===== src/rtl/ps2_host_tx.sv =====
// PS/2 host-to-device transmitter: inhibits the bus, requests to send, clocks one
// command byte out on device-generated clock falls and collects the device ACK.
module ps2_host_tx #(
  parameter int INHIBIT_CYCLES = 2700,
  parameter int TIMEOUT_CYCLES = 405000
) (
  input  logic       clk,
  input  logic       reset,
  input  logic [7:0] tx_data,
  input  logic       tx_valid,
  output logic       tx_ready,
  output logic       tx_done,
  output logic       tx_error,
  output logic       busy,
  input  logic       ps2_clk_in,
  input  logic       ps2_dat_in,
  output logic       ps2_clk_oe,
  output logic       ps2_dat_oe
);

  localparam int MaxCount = (INHIBIT_CYCLES > TIMEOUT_CYCLES) ? INHIBIT_CYCLES : TIMEOUT_CYCLES;
  localparam int TW       = $clog2(MaxCount + 1);

  typedef enum logic [2:0] {
    IDLE,
    INHIBIT,
    SEND,
    ACK,
    WAIT_IDLE
  } state_e;

  state_e          state_q;
  logic            clkMeta_q, clkSync_q, clkPrev_q;
  logic            datMeta_q, datSync_q;
  logic            clkOe_q, datOe_q;
  logic            done_q, error_q;
  logic            ackOk_q;
  logic [9:0]      shreg_q;
  logic [3:0]      bitCnt_q;
  logic [TW-1:0]   timer_q;
  logic            fall;
  logic            timedState;

  // Lines idle high, so the synchronisers reset to 1 to avoid a false fall after reset.
  always_ff @(posedge clk) begin
    if (reset) begin
      clkMeta_q <= 1'b1;
      clkSync_q <= 1'b1;
      clkPrev_q <= 1'b1;
      datMeta_q <= 1'b1;
      datSync_q <= 1'b1;
    end else begin
      clkMeta_q <= ps2_clk_in;
      clkSync_q <= clkMeta_q;
      clkPrev_q <= clkSync_q;
      datMeta_q <= ps2_dat_in;
      datSync_q <= datMeta_q;
    end
  end

  assign fall       = clkPrev_q & ~clkSync_q;
  assign timedState = (state_q == SEND) || (state_q == ACK) || (state_q == WAIT_IDLE);

  always_ff @(posedge clk) begin
    if (reset) begin
      state_q  <= IDLE;
      clkOe_q  <= 1'b0;
      datOe_q  <= 1'b0;
      done_q   <= 1'b0;
      error_q  <= 1'b0;
      ackOk_q  <= 1'b0;
      shreg_q  <= '0;
      bitCnt_q <= '0;
      timer_q  <= '0;
    end else begin
      done_q  <= 1'b0;
      error_q <= 1'b0;
      case (state_q)
        IDLE: begin
          if (tx_valid) begin
            shreg_q  <= {1'b1, ~^tx_data, tx_data};
            bitCnt_q <= '0;
            timer_q  <= '0;
            clkOe_q  <= 1'b1;
            state_q  <= INHIBIT;
          end
        end
        INHIBIT: begin
          timer_q <= timer_q + 1'b1;
          // Start bit goes out on the last inhibit cycle so DAT is low when CLK is released.
          if (timer_q == TW'(INHIBIT_CYCLES - 2)) datOe_q <= 1'b1;
          if (timer_q == TW'(INHIBIT_CYCLES - 1)) begin
            clkOe_q <= 1'b0;
            timer_q <= '0;
            state_q <= SEND;
          end
        end
        SEND: begin
          if (fall) begin
            datOe_q  <= ~shreg_q[0];
            shreg_q  <= {1'b0, shreg_q[9:1]};
            bitCnt_q <= bitCnt_q + 1'b1;
            if (bitCnt_q == 4'd9) state_q <= ACK;
          end
        end
        ACK: begin
          if (fall) begin
            ackOk_q <= ~datSync_q;
            state_q <= WAIT_IDLE;
          end
        end
        WAIT_IDLE: begin
          if (clkSync_q && datSync_q) begin
            done_q  <= ackOk_q;
            error_q <= ~ackOk_q;
            state_q <= IDLE;
          end
        end
        default: state_q <= IDLE;
      endcase

      // Timeout overrides any completion in the same cycle so only one pulse ever fires.
      if (timedState) begin
        if (fall) begin
          timer_q <= '0;
        end else if (timer_q == TW'(TIMEOUT_CYCLES - 1)) begin
          timer_q <= '0;
          done_q  <= 1'b0;
          error_q <= 1'b1;
          clkOe_q <= 1'b0;
          datOe_q <= 1'b0;
          state_q <= IDLE;
        end else begin
          timer_q <= timer_q + 1'b1;
        end
      end
    end
  end

  assign tx_ready   = (state_q == IDLE);
  assign busy       = (state_q != IDLE);
  assign tx_done    = done_q;
  assign tx_error   = error_q;
  assign ps2_clk_oe = clkOe_q;
  assign ps2_dat_oe = datOe_q;

endmodule

===== config.mk =====
export PLATFORM = sky130hd
export DESIGN_NAME = ps2_host_tx
export DESIGN_NICKNAME = d
export VERILOG_FILES = /design/src/rtl/ps2_host_tx.sv
export SDC_FILE = /design/constraint.sdc
export NUM_CORES = 1
export LEC_CHECK = 0
export BUFFER_PORTS_ARGS = -buffer_cell sky130_fd_sc_hd__buf_2
export CORE_MARGIN = 2
export CORE_UTILIZATION = 49
export CTS_CLUSTER_SIZE = 40
export DETAILED_ROUTE_END_ITERATION = 10
export PLACE_DENSITY_LB_ADDON = 0.25
export RECOVER_POWER = 25
export SLEW_MARGIN = 20
export SYNTH_ARGS = -nofsm -noshare
export SYNTH_HDL_FRONTEND = slang
export SYNTH_SLANG_ARGS = --single-unit

===== constraint.sdc =====
create_clock -name clk -period 2.74 [get_ports clk]
set_clock_uncertainty 0.15 [all_clocks]
set_input_delay 0.685 -clock clk [delete_from_list [all_inputs] [get_ports clk]]
set_output_delay 0.685 -clock clk [all_outputs]
set_load 0.01 [all_outputs]

Yosys cells after proc, flatten, opt, wreduce, memory -nomap -nowiden
Index checks and enable logic that the tools add are counted.

operators by class
  reductions and logical operators = 11
  add/subtract/negate cells = 2
  divide/modulo/power cells = 0
  muxes and demuxes = 44
  magnitude comparators = 0
  shifts and indexed selects = 0
  $mul = 0
  bitwise operators = 5
  equality and inequality tests = 11

operators by type and width
  kind                                                               number
  19-bit two-way mux                                                 5
  19-bit by 12-bit == test with 1-bit output, second input constant  2
  19-bit case mux with 2 select lines                                1
  3-bit two-way mux                                                  9
  1-bit two-way mux                                                  20
  10-bit two-way mux                                                 2
  10-bit case mux with 2 select lines                                1
  19-bit by 1-bit adder with 19-bit output, second input constant    1
  19-bit == test, second input constant                              1
  3-bit case mux with 5 select lines                                 1
  4-bit two-way mux                                                  2
  4-bit case mux with 2 select lines                                 1
  8-bit XNOR reduction                                               1
  3-bit by 2-bit == test with 1-bit output, second input constant    2
  3-bit nonzero test                                                 2
  4-bit by 1-bit adder with 4-bit output, second input constant      1
  4-bit == test, second input constant                               1
  2-bit != test, second input constant                               2
  1-bit inverter                                                     4
  1-bit case mux with 2 select lines                                 2
  2-bit AND reduction                                                2
  3-bit by 1-bit == test with 1-bit output, second input constant    1
  3-bit == test, second input constant                               1
  3-bit logical NOT                                                  1
  other kinds (6)                                                    7

storage, ports and cells
  flip-flop bits (word level) = 46
  memory bits (writable) = 0
  latch bits = 0
  memories kept = 0
  output and inout port bits = 6
  memory bits (read-only) = 0
  input bits = 13

Longest topological paths before layout
Gate-level depths: netlist (run 1).

  word-level depth = 7
  mapped depth = 7
  depth with buffers taken out = 7

Worst setup path after synthesis (run 1)
No wires, ideal clock.

  path kind = register -> register
  from = register timer_q[1]
  to = register timer_q[16]
  arrival time = 1,768 ps
  buffers on the path = 1
  cell stages (with the launch flop) = 8
  slack = 708 ps
  clock period less this slack = 2,032 ps
  cell sequence = dfxtp_1 -> ha_1 -> nand2_1 -> nor4_1 -> a21oi_1 -> o31ai_4 -> buf_6 -> nor2_1

on the way
  word-level cells in the longest chain between the ends = 4

RTL lines
  element                                                                           RTL line  RTL
  from (decl)                                                                       40        logic [TW-1:0] timer_q;
  from (signal assigned)                                                            89        timer_q <= timer_q + 1'b1;
  from (signal assigned)                                                            134       timer_q <= timer_q + 1'b1;
  19-bit by 1-bit adder with 19-bit output, or another cell as far along            89, 134
  19-bit two-way mux, on equally long branches                                      92, 126
  19-bit case mux with 2 select lines / 19-bit two-way mux (equally long branches)  78, 124
  19-bit two-way mux *                                                              123       if (timedState) begin

Mark *: on every way between the ends. The rest lies on a longest branch, timed or not.
A chain may end at the register's enable or synchronous reset.

Worst setup path after layout (run 1)
  from = register timer_q[1]
  to = register timer_q[18]

The elaborated chain is that of the path after synthesis.

==> impl_metrics.ini, run 1 <==
[run_status]
outcome = finished, final reports clean

[setup_path]
critPathBufInv = 1
critPathLaunch = timer_q[1]$_SDFFE_PP0P_
path_cells = ha_1 > nand2_1 > nor4_1 > a21oi_1 > o31ai_4 > buf_4 > nor2_1
crit_type = flip-flop to flip-flop
rr_startpoint = timer_q[1]$_SDFFE_PP0P_
cp_slowest_stage_delay_ns = 0.55
slowest_stage = nor4_1
crit_family = simple AND/OR/NAND/NOR gates
worst-path-max-fanout = 14
worstPathRequired_ns = 2.79
critPathLaunchType = flip-flop
critPathArrivalTime_ns = 2.57
end_kind = flip-flop

[global_routing]
grt_pass1_vias = 1795
grt_pass1_wl_um = 8190
grt_max_degree = 21
antenna_found_initial = 0
track_usage = 0.197
gr-total-overflow = 0

[timing]
finalHoldViolCount = 0
fmax_mhz = 396
setup_ws_ns = 0.215
tightest_slew_ns = 0.775
post-route-min-period_ns = 2.52
setup_viol = 0
rsz0062_at_grt = no
post-route-period-util = 0.922
final_max_slew_viol_count = 0
fin_tns_setup_ns = 0
maxSlewHeadroom = 0.483
whs_ns = 0.273

[die]
fp.dieArea_um2 = 5250
initial_core_util = 0.517
pin_count = 19
rows = 24
die_height_um = 72.5
die_w_um = 72.5
coreArea_um2 = 4440

[cts]
clk_latency_ns = 0.30
htreeDepth = 2
cts_tree = yes
cts_buffer_depth = 2
clk_pin_slew_ns = 0.09
cts_buffers = 5
post_cts_resized = 0
clock-sinks = 46
post_cts_buffers = 0
cts-root-buf = clkbuf_8
hold_buffers = 0

[hold_path]
hold_class = flip-flop to flip-flop
hp-start = clkMeta_q$_SDFF_PP1_

[placement]
dpl-instance-area_um2 = 2430
hpwl_um = 3340
io_buffers = 18
place_congestion = 0.774
place_ws_ns = 0.313

[pwr]
p_per_area_nw_per_um2 = 558
p_total_uw = 1410
peakVddDrop_v = 0.000361
p_leak_uw = 0.000871

[routing]
ant_nets = 0
via_per_inst = 5.62
drcViolationCount = 0
dr_total_vias = 1951
drt_iter0_drc = 106
wl_per_cell_um = 13.7
routed_wl_um = 4750
firstDrtPassIters = 4

[synth]
ys_seq_area_frac = 0.401
netlist_instances = 277
synthesis.nets = 294
synthFlopType = dfxtp_1
synthArstFlopShare = 0
synth_seq_cells = 46
syn_area_um2 = 2300
postSynthAreaPerCell_um2 = 8.29
yosysWarnings = 0
synth_edf_count = 0
synth_cell_type_count = 46

[final_layout]
ff_latch_area_um2 = 921
antenna_cells = 0
layout.nets = 311
multiInputGateArea_um2 = 1280
drive_above_1_share = 0.119
area_delta_synth_final_pct = 10.0
fillers = 427
final_cell_area_um2 = 2530

[flow_run]
cap_violations = 0
## per-stage QoR
stage,util,instances
finish,0.569,347
global route,0.569,347
CTS,0.572,347
detailed placement,0.546,339
global placement,0.546,339
floorplan,-,277
## cell families (layout without fill, tap and decap cells)
| logic type | count (synthesis) | after routing | synth area share |
|---|---|---|---|
| buf+inv | 22 | 40 | 0.0414 |
| flops | 46 | 46 | 0.401 |
| fa+ha+maj | 4 | 4 | 0.0218 |
| compound gates | 38 | 38 | 0.126 |
| simple gates | 142 | 142 | 0.313 |
| xor+xnor | 23 | 23 | 0.0877 |
| mux | 2 | 2 | 0.00926 |
## cells in the final DEF, fill, tap and decap left out, types with 4 or more instances in the layout
cell type	Yosys	layout
dfxtp_1	46	46
nor2_1	39	39
nand2_1	32	32
xnor2_1	22	22
buf_2	4	13
nand3_1	12	12
a21oi_1	11	11
nor3_1	10	10
inv_1	9	9
a311oi_1	9	9
nor4_1	8	8
clkbuf_1	7	7
nand4_1	6	6
or2_2	6	6
nor2b_1	5	5
clkbuf_8	0	5
nand2b_1	4	4
o21ai_0	4	4
nor3b_1	4	4
ha_1	4	4
## report_power, final
part	total [uW]	internal, uW	switching (uW)	leakage [uW]
clock	514	274	241	0.0000585
sequential	721	698	23.4	0.000375
combinational	176	74.1	102	0.000438
total	1410	1050	366	0.000871
## cells in the mapped netlist, types with 4 or more instances
library cell  number  area [um2]
a21oi_1           11        55.1
a311oi_1           9        78.8
buf_2              4        20.0
clkbuf_1           7        26.3
dfxtp_1           46         921
ha_1               4        50.1
inv_1              9        33.8
nand2_1           32         120
nand2b_1           4        25.0
nand3_1           12        60.1
nand4_1            6        37.5
nor2_1            39         146
nor2b_1            5        31.3
nor3_1            10        50.1
nor3b_1            4        30.0
nor4_1             8        50.1
o21ai_0            4        20.0
or2_2              6        37.5
xnor2_1           22         193
## path summary, 6_finish.rpt
check | end | slack (ns) | cells past startpoint
max | timer_q[18]$_SDFFE_PP0P_ | 0.22 | 7
min reg2reg | clkSync_q$_SDFF_PP1_ | 0.27 | 1
min | clkSync_q$_SDFF_PP1_ | 0.27 | 1
max reg2reg | timer_q[18]$_SDFFE_PP0P_ | 0.22 | 7
## metal layers
metal,track usage,wire (um)
met2,0.319,2190
met5,0,0
met4,0.0617,34
met3,0.0417,145
met1,0.264,2380
## flip-flops by register name, indices dropped and copies added, names as in the netlist
register	cells
ps2_clk_oe	1
clkMeta_q	1
ps2_dat_oe	1
datSync_q	1
shreg_q	10
clkPrev_q	1
tx_error	1
datMeta_q	1
clkSync_q	1
bitCnt_q	4
timer_q	19
ackOk_q	1
state_q	3
tx_done	1
## cell type report
type | instances | share of cell area
clock buffers | 5 | 0.0272
well taps | 52 | 0.0257
multi-input cells | 209 | 0.507
flip-flops and latches | 46 | 0.364
clock inverters | 3 | 0.0173
inverters | 9 | 0.0134
repair buffers | 23 | 0.0450
No activity file was read; power rests on OpenSTA's default activity.
==> inputs of run 2 (changes only) <==
--- a/config.mk
+++ b/config.mk
@@ -5,11 +5,11 @@
 export SDC_FILE = /design/constraint.sdc
 export NUM_CORES = 1
 export LEC_CHECK = 0
-export BUFFER_PORTS_ARGS = -buffer_cell sky130_fd_sc_hd__buf_2
 export CORE_MARGIN = 2
 export CORE_UTILIZATION = 49
 export CTS_CLUSTER_SIZE = 40
 export DETAILED_ROUTE_END_ITERATION = 10
+export DONT_BUFFER_PORTS = 1
 export PLACE_DENSITY_LB_ADDON = 0.25
 export RECOVER_POWER = 25
 export SLEW_MARGIN = 20
==> run 2 against run 1 <==
Wire length shrank 3.6%. Setup slack gained 0.12 ns. Sequential cell count is the same. Critical endpoint is now timer_q[8]$_SDFFE_PP0P_. Sequential share of layout area grew 0.92 points. Via count shrank 4.6%. Critical path type unchanged. Global-route usage shrank 0.22 points. Sequential power is essentially flat. Worst hold slack lost 0.0055 ns. Design area shrank 2.5%. Largest power group unchanged. Clock power grew 18%. Critical path depth is the same. Cell count shrank 5.5%.
==> impl_metrics.ini, run 2 (same netlist as run 1, synthesis figures left out) <==
[die]
die_w_um = 72.5
pin_count = 19
rows = 24
coreArea_um2 = 4440
initial_core_util = 0.517
die_height_um = 72.5
fp.dieArea_um2 = 5250

[timing]
post-route-min-period_ns = 2.40
final_max_slew_viol_count = 0
whs_ns = 0.268
rsz0062_at_grt = no
maxSlewHeadroom = 0.552
setup_ws_ns = 0.339
fmax_mhz = 416
post-route-period-util = 0.876
finalHoldViolCount = 0
fin_tns_setup_ns = 0
setup_viol = 0
tightest_slew_ns = 0.672

[setup_path]
critPathLaunchType = flip-flop
rr_startpoint = timer_q[1]$_SDFFE_PP0P_
end_kind = flip-flop
critPathLaunch = timer_q[1]$_SDFFE_PP0P_
critPathArrivalTime_ns = 2.45
crit_type = flip-flop to flip-flop
worst-path-max-fanout = 14
worstPathRequired_ns = 2.79
ff2ff_path_depth = 7

[placement]
hpwl_um = 3120
io_buffers = 0
place_congestion = 0.827
placedCellCount = 320
place_ws_ns = 0.404

[hold_path]
hold_depth = 1
hold_class = flip-flop to flip-flop
hp-start = datMeta_q$_SDFF_PP1_

[cts]
clk_latency_ns = 0.30
clock-sinks = 46
htreeDepth = 2
cts_tree = yes
post_cts_buffers = 0
clk_pin_slew_ns = 0.09
cts_buffer_depth = 2
hold_buffers = 0
cts-root-buf = clkbuf_8
cts_buffers = 5
post_cts_resized = 0

[final_layout]
final_common_cell = dfxtp_1
final_cell_count_no_fill = 328
area_delta_synth_final_pct = 7.30
drive_above_1_share = 0.0797
antenna_cells = 0
largest_register = timer_q
mostFrequentLayoutCells = dfxtp_1, nor2_1, nand2_1, xnor2_1, nand3_1
largest_registers = timer_q x19, shreg_q x10, bitCnt_q x4
layout.nets = 292
largest_reg_flops = 19

[global_routing]
antenna_found_initial = 0
track_usage = 0.195
grt_max_degree = 31
grt_pass1_wl_um = 8000
gr-total-overflow = 0
grt_pass1_vias = 1741

[routing]
dr_total_vias = 1862
via_per_inst = 5.68
routed_wl_um = 4580
drcViolationCount = 0
wl_per_cell_um = 13.9
ant_nets = 0
drt_iter0_drc = 77
firstDrtPassIters = 4

[run_status]
outcome = finished, final reports clean

[flow_run]
cap_violations = 0

[pwr]
peakVddDrop_v = 0.000464
p_per_area_nw_per_um2 = 600
p_leak_uw = 0.000822
[run 2: cell types whose count changed in the layout (fill, tap and decap cells not counted)]
cell       before  now
clkinv_4        0    1
clkinv_2        1    0
inv_6           1    0
bufinv_16       1    2
clkbuf_1        7    1
buf_2          13    0
[run 2: worst paths after layout]
check	end	slack, ns
setup / recovery	timer_q[8]$_SDFFE_PP0P_	0.34
hold / removal	datSync_q$_SDFF_PP1_	0.27
setup reg to reg	timer_q[8]$_SDFFE_PP0P_	0.34
hold reg to reg	datSync_q$_SDFF_PP1_	0.27
[run 2: cell type report]
type	count	area (um2)
Fill cell	434	1980
Multi-Input combinational cell	209	1280
Sequential cell	46	921
Clock buffer	5	68.8
Clock inverter	3	68.8
Tap cell	52	65.1
Inverter	9	33.8
Timing Repair Buffer	4	26.3
[run 2: per-layer routing]
layer	vias to the layer above	GRT usage	wire length (um)
met2	29	0.304	2080
met4	0	0.0679	55
met5	-	0	0
met3	4	0.0514	204
met1	864	0.262	2240
li1	965	-	-
[run 2: critical path: stages (launching register included)]
cell and delay (ns):
dfxtp_1 0.39, ha_1 0.31, nand2_1 0.10, nor4_1 0.47
a21oi_1 0.32, o31ai_4 0.23, buf_4 0.23, nor2_1 0.07
[run 2: metrics by stage]
stage	utilization	total power [uW]	instance area, um2
2_1_floorplan	-	867	2300
3_3_place_gp	0.524	885	2330
3_5_place_dp	0.524	888	2330
4_1_cts	0.555	1490	2470
5_1_grt	0.555	1540	2460
6_report	0.555	1480	2460
[run 2: power breakdown]
group          internal [uW]  switching, uW
logic                   64.1           86.4
clock network            365            242
registers                698           24.2
total                   1130            353
==> inputs of run 3 (changes only) <==
--- a/config.mk
+++ b/config.mk
@@ -5,6 +5,7 @@
 export SDC_FILE = /design/constraint.sdc
 export NUM_CORES = 1
 export LEC_CHECK = 0
+export ABC_AREA = 1
 export CORE_MARGIN = 2
 export CORE_UTILIZATION = 49
 export CTS_CLUSTER_SIZE = 40
==> run 3 against run 2 <==
Register-to-register slack gained 0.35 ns. Synthesized cell count rose by 39%. Design area up 13%. Clock-buffer cell count is 1 higher. Clock power is 17% lower. Non-clock buffer count shrank 4. Die area rose by 15%. Wire length grew 18%. Combinational power down 23%. Fmax is 17% higher. Power fell by 11%.
==> impl_metrics.ini, run 3 <==
[final_layout]
largest_register = timer_q
layout.nets = 400
area_delta_synth_final_pct = 4.50
largest_reg_flops = 19
drive_above_1_share = 0.138
antenna_cells = 0
fillers = 515
largest_registers = timer_q x19, shreg_q x10, bitCnt_q x4
final_common_cell = nand2_1
mostFrequentLayoutCells = nand2_1, inv_1, nor2_1, dfxtp_1, nand3_1

[timing]
whs_ns = 0.265
rsz0062_at_grt = no
maxSlewHeadroom = 0.568
setup_viol = 0
finalHoldViolCount = 0
tightest_slew_ns = 0.647
fmax_mhz = 487
post-route-min-period_ns = 2.05
post-route-period-util = 0.750
final_max_slew_viol_count = 0
fin_tns_setup_ns = 0

[setup_path]
crit_family = simple AND/OR/NAND/NOR gates
critPathLaunchType = flip-flop
rr_startpoint = timer_q[0]$_SDFFE_PP0P_
crit_type = flip-flop to flip-flop
critPathArrivalTime_ns = 2.10
worst-path-max-fanout = 11
cp_slowest_stage_delay_ns = 0.40
reg2reg_setup_slack_ns = 0.69
slowest_stage = dfxtp_1
r2r-end = timer_q[17]$_SDFFE_PP0P_
end_kind = flip-flop
critPathBufInv = 0
ff2ff_path_depth = 8
worstPathRequired_ns = 2.78
path_cells = ha_1 > nand2_1 > nor2_1 > nand3_1 > nand2_2 > nand3_2 > nand2_2 > nor2_1

[synth]
ys_seq_area_frac = 0.345
ys_top_cells_by_area = dfxtp_1, nand2_1, inv_1
synthesis.nets = 403
synth_top_area_frac = 0.345
netlist_instances = 386
synth_cell_type_count = 30
synth_edf_count = 0
yosysWarnings = 0
postSynthAreaPerCell_um2 = 6.92
synth_seq_cells = 46
yosysTopAreaCell = dfxtp_1
syn_area_um2 = 2670
yosysMostFrequentCell = nand2_1
synthFlopType = dfxtp_1
netlist_top_cells_count = nand2_1, inv_1, nor2_1, dfxtp_1, nand3_1
synthArstFlopShare = 0

[die]
die_height_um = 77.8
initial_core_util = 0.516
coreArea_um2 = 5170
pin_count = 19
die_w_um = 77.8
fp.dieArea_um2 = 6060
rows = 26

[cts]
cts-root-buf = clkbuf_8
cts_buffers = 5
post_cts_resized = 0
hold_buffers = 0
clk_latency_ns = 0.30
cts_buffer_depth = 2
cts_tree = yes
clk_pin_slew_ns = 0.09
htreeDepth = 2
clock-sinks = 46
post_cts_buffers = 0

[hold_path]
hold_depth = 1
hp-start = clkMeta_q$_SDFF_PP1_
min_to = clkSync_q$_SDFF_PP1_
hold_class = flip-flop to flip-flop

[global_routing]
grt_pass1_wl_um = 9360
grt_max_degree = 22
antenna_found_initial = 0
track_usage = 0.192
gr-total-overflow = 0
grt_pass1_vias = 2107

[routing]
firstDrtPassIters = 4
drt_iter0_drc = 103
routed_wl_um = 5380
via_per_inst = 5.01
drcViolationCount = 0
dr_total_vias = 2275
wl_per_cell_um = 11.9
ant_nets = 0

[pwr]
p_per_area_nw_per_um2 = 473
peakVddDrop_v = 0.000298
p_leak_uw = 0.00123

[placement]
place_congestion = 0.860
hpwl_um = 4080
io_buffers = 0

[flow_run]
cap_violations = 0

[run_status]
outcome = finished, final reports clean
[run 3: report_power, final]
group          switching [uW]  internal, uW  leakage [uW]
combinational            77.8          37.4      0.000806
clock                     230           272     0.0000514
sequential               12.1           691      0.000375
total                     320          1000       0.00123
[run 3: logic make-up (layout without fill, tap and decap cells)]
logic type	after synthesis	in the layout	share of synthesized area
AO/OA/AOI/OAI	48	48	0.0970
buffers and inverters	71	69	0.114
adder cells (fa/ha/maj)	4	4	0.0187
flip-flops	46	46	0.345
XOR/XNOR	11	11	0.0361
AND/OR/NAND/NOR	206	206	0.389
[run 3: how the worst max path moves through the flow]
stage	depth (start not counted)	slack (ns)	end	startpoint
after floorplan	8	1.01	timer_q[15]$_SDFFE_PP0P_	tx_valid
after global placement	7	0.53	timer_q[18]$_SDFFE_PP0P_	tx_valid
after detailed placement	7	0.46	timer_q[17]$_SDFFE_PP0P_	tx_valid
after CTS	8	0.68	timer_q[17]$_SDFFE_PP0P_	timer_q[0]$_SDFFE_PP0P_
after global routing	8	0.49	timer_q[16]$_SDFFE_PP0P_	state_q[0]$_SDFF_PP0_
final	8	0.69	timer_q[17]$_SDFFE_PP0P_	timer_q[0]$_SDFFE_PP0P_
[run 3: routing by layer]
metal | up-vias | GRT usage | share of wire
met3 | 9 | 0.0372 | 0.037
met1 | 1018 | 0.254 | 0.48
met4 | 0 | 0.0732 | 0.018
li1 | 1205 | - | -
met5 | - | 0 | 0
met2 | 43 | 0.308 | 0.46
[run 3: layout make-up]
cell class,instances,area [um2],share of cell area
flip-flops and latches,46,921,0.330
inverters,61,229,0.0821
clock buffers,6,72.6,0.0260
multi-input cells,269,1440,0.517
clock inverters,2,37.5,0.0135
well taps,70,87.6,0.0314
[run 3: stage by stage]
step / setup WS [ns] / instance area, um2 / power, uW / utilization / std cells
final: 0.685 / 2790 / 1320 / 0.539 / 454
after floorplan: 1.01 / 2670 / 826 / - / 386
after CTS: 0.677 / 2790 / 1340 / 0.540 / 454
after detailed placement: 0.465 / 2680 / 834 / 0.519 / 446
after global placement: 0.534 / 2680 / 831 / 0.519 / 446
after global routing: 0.486 / 2790 / 1390 / 0.539 / 454
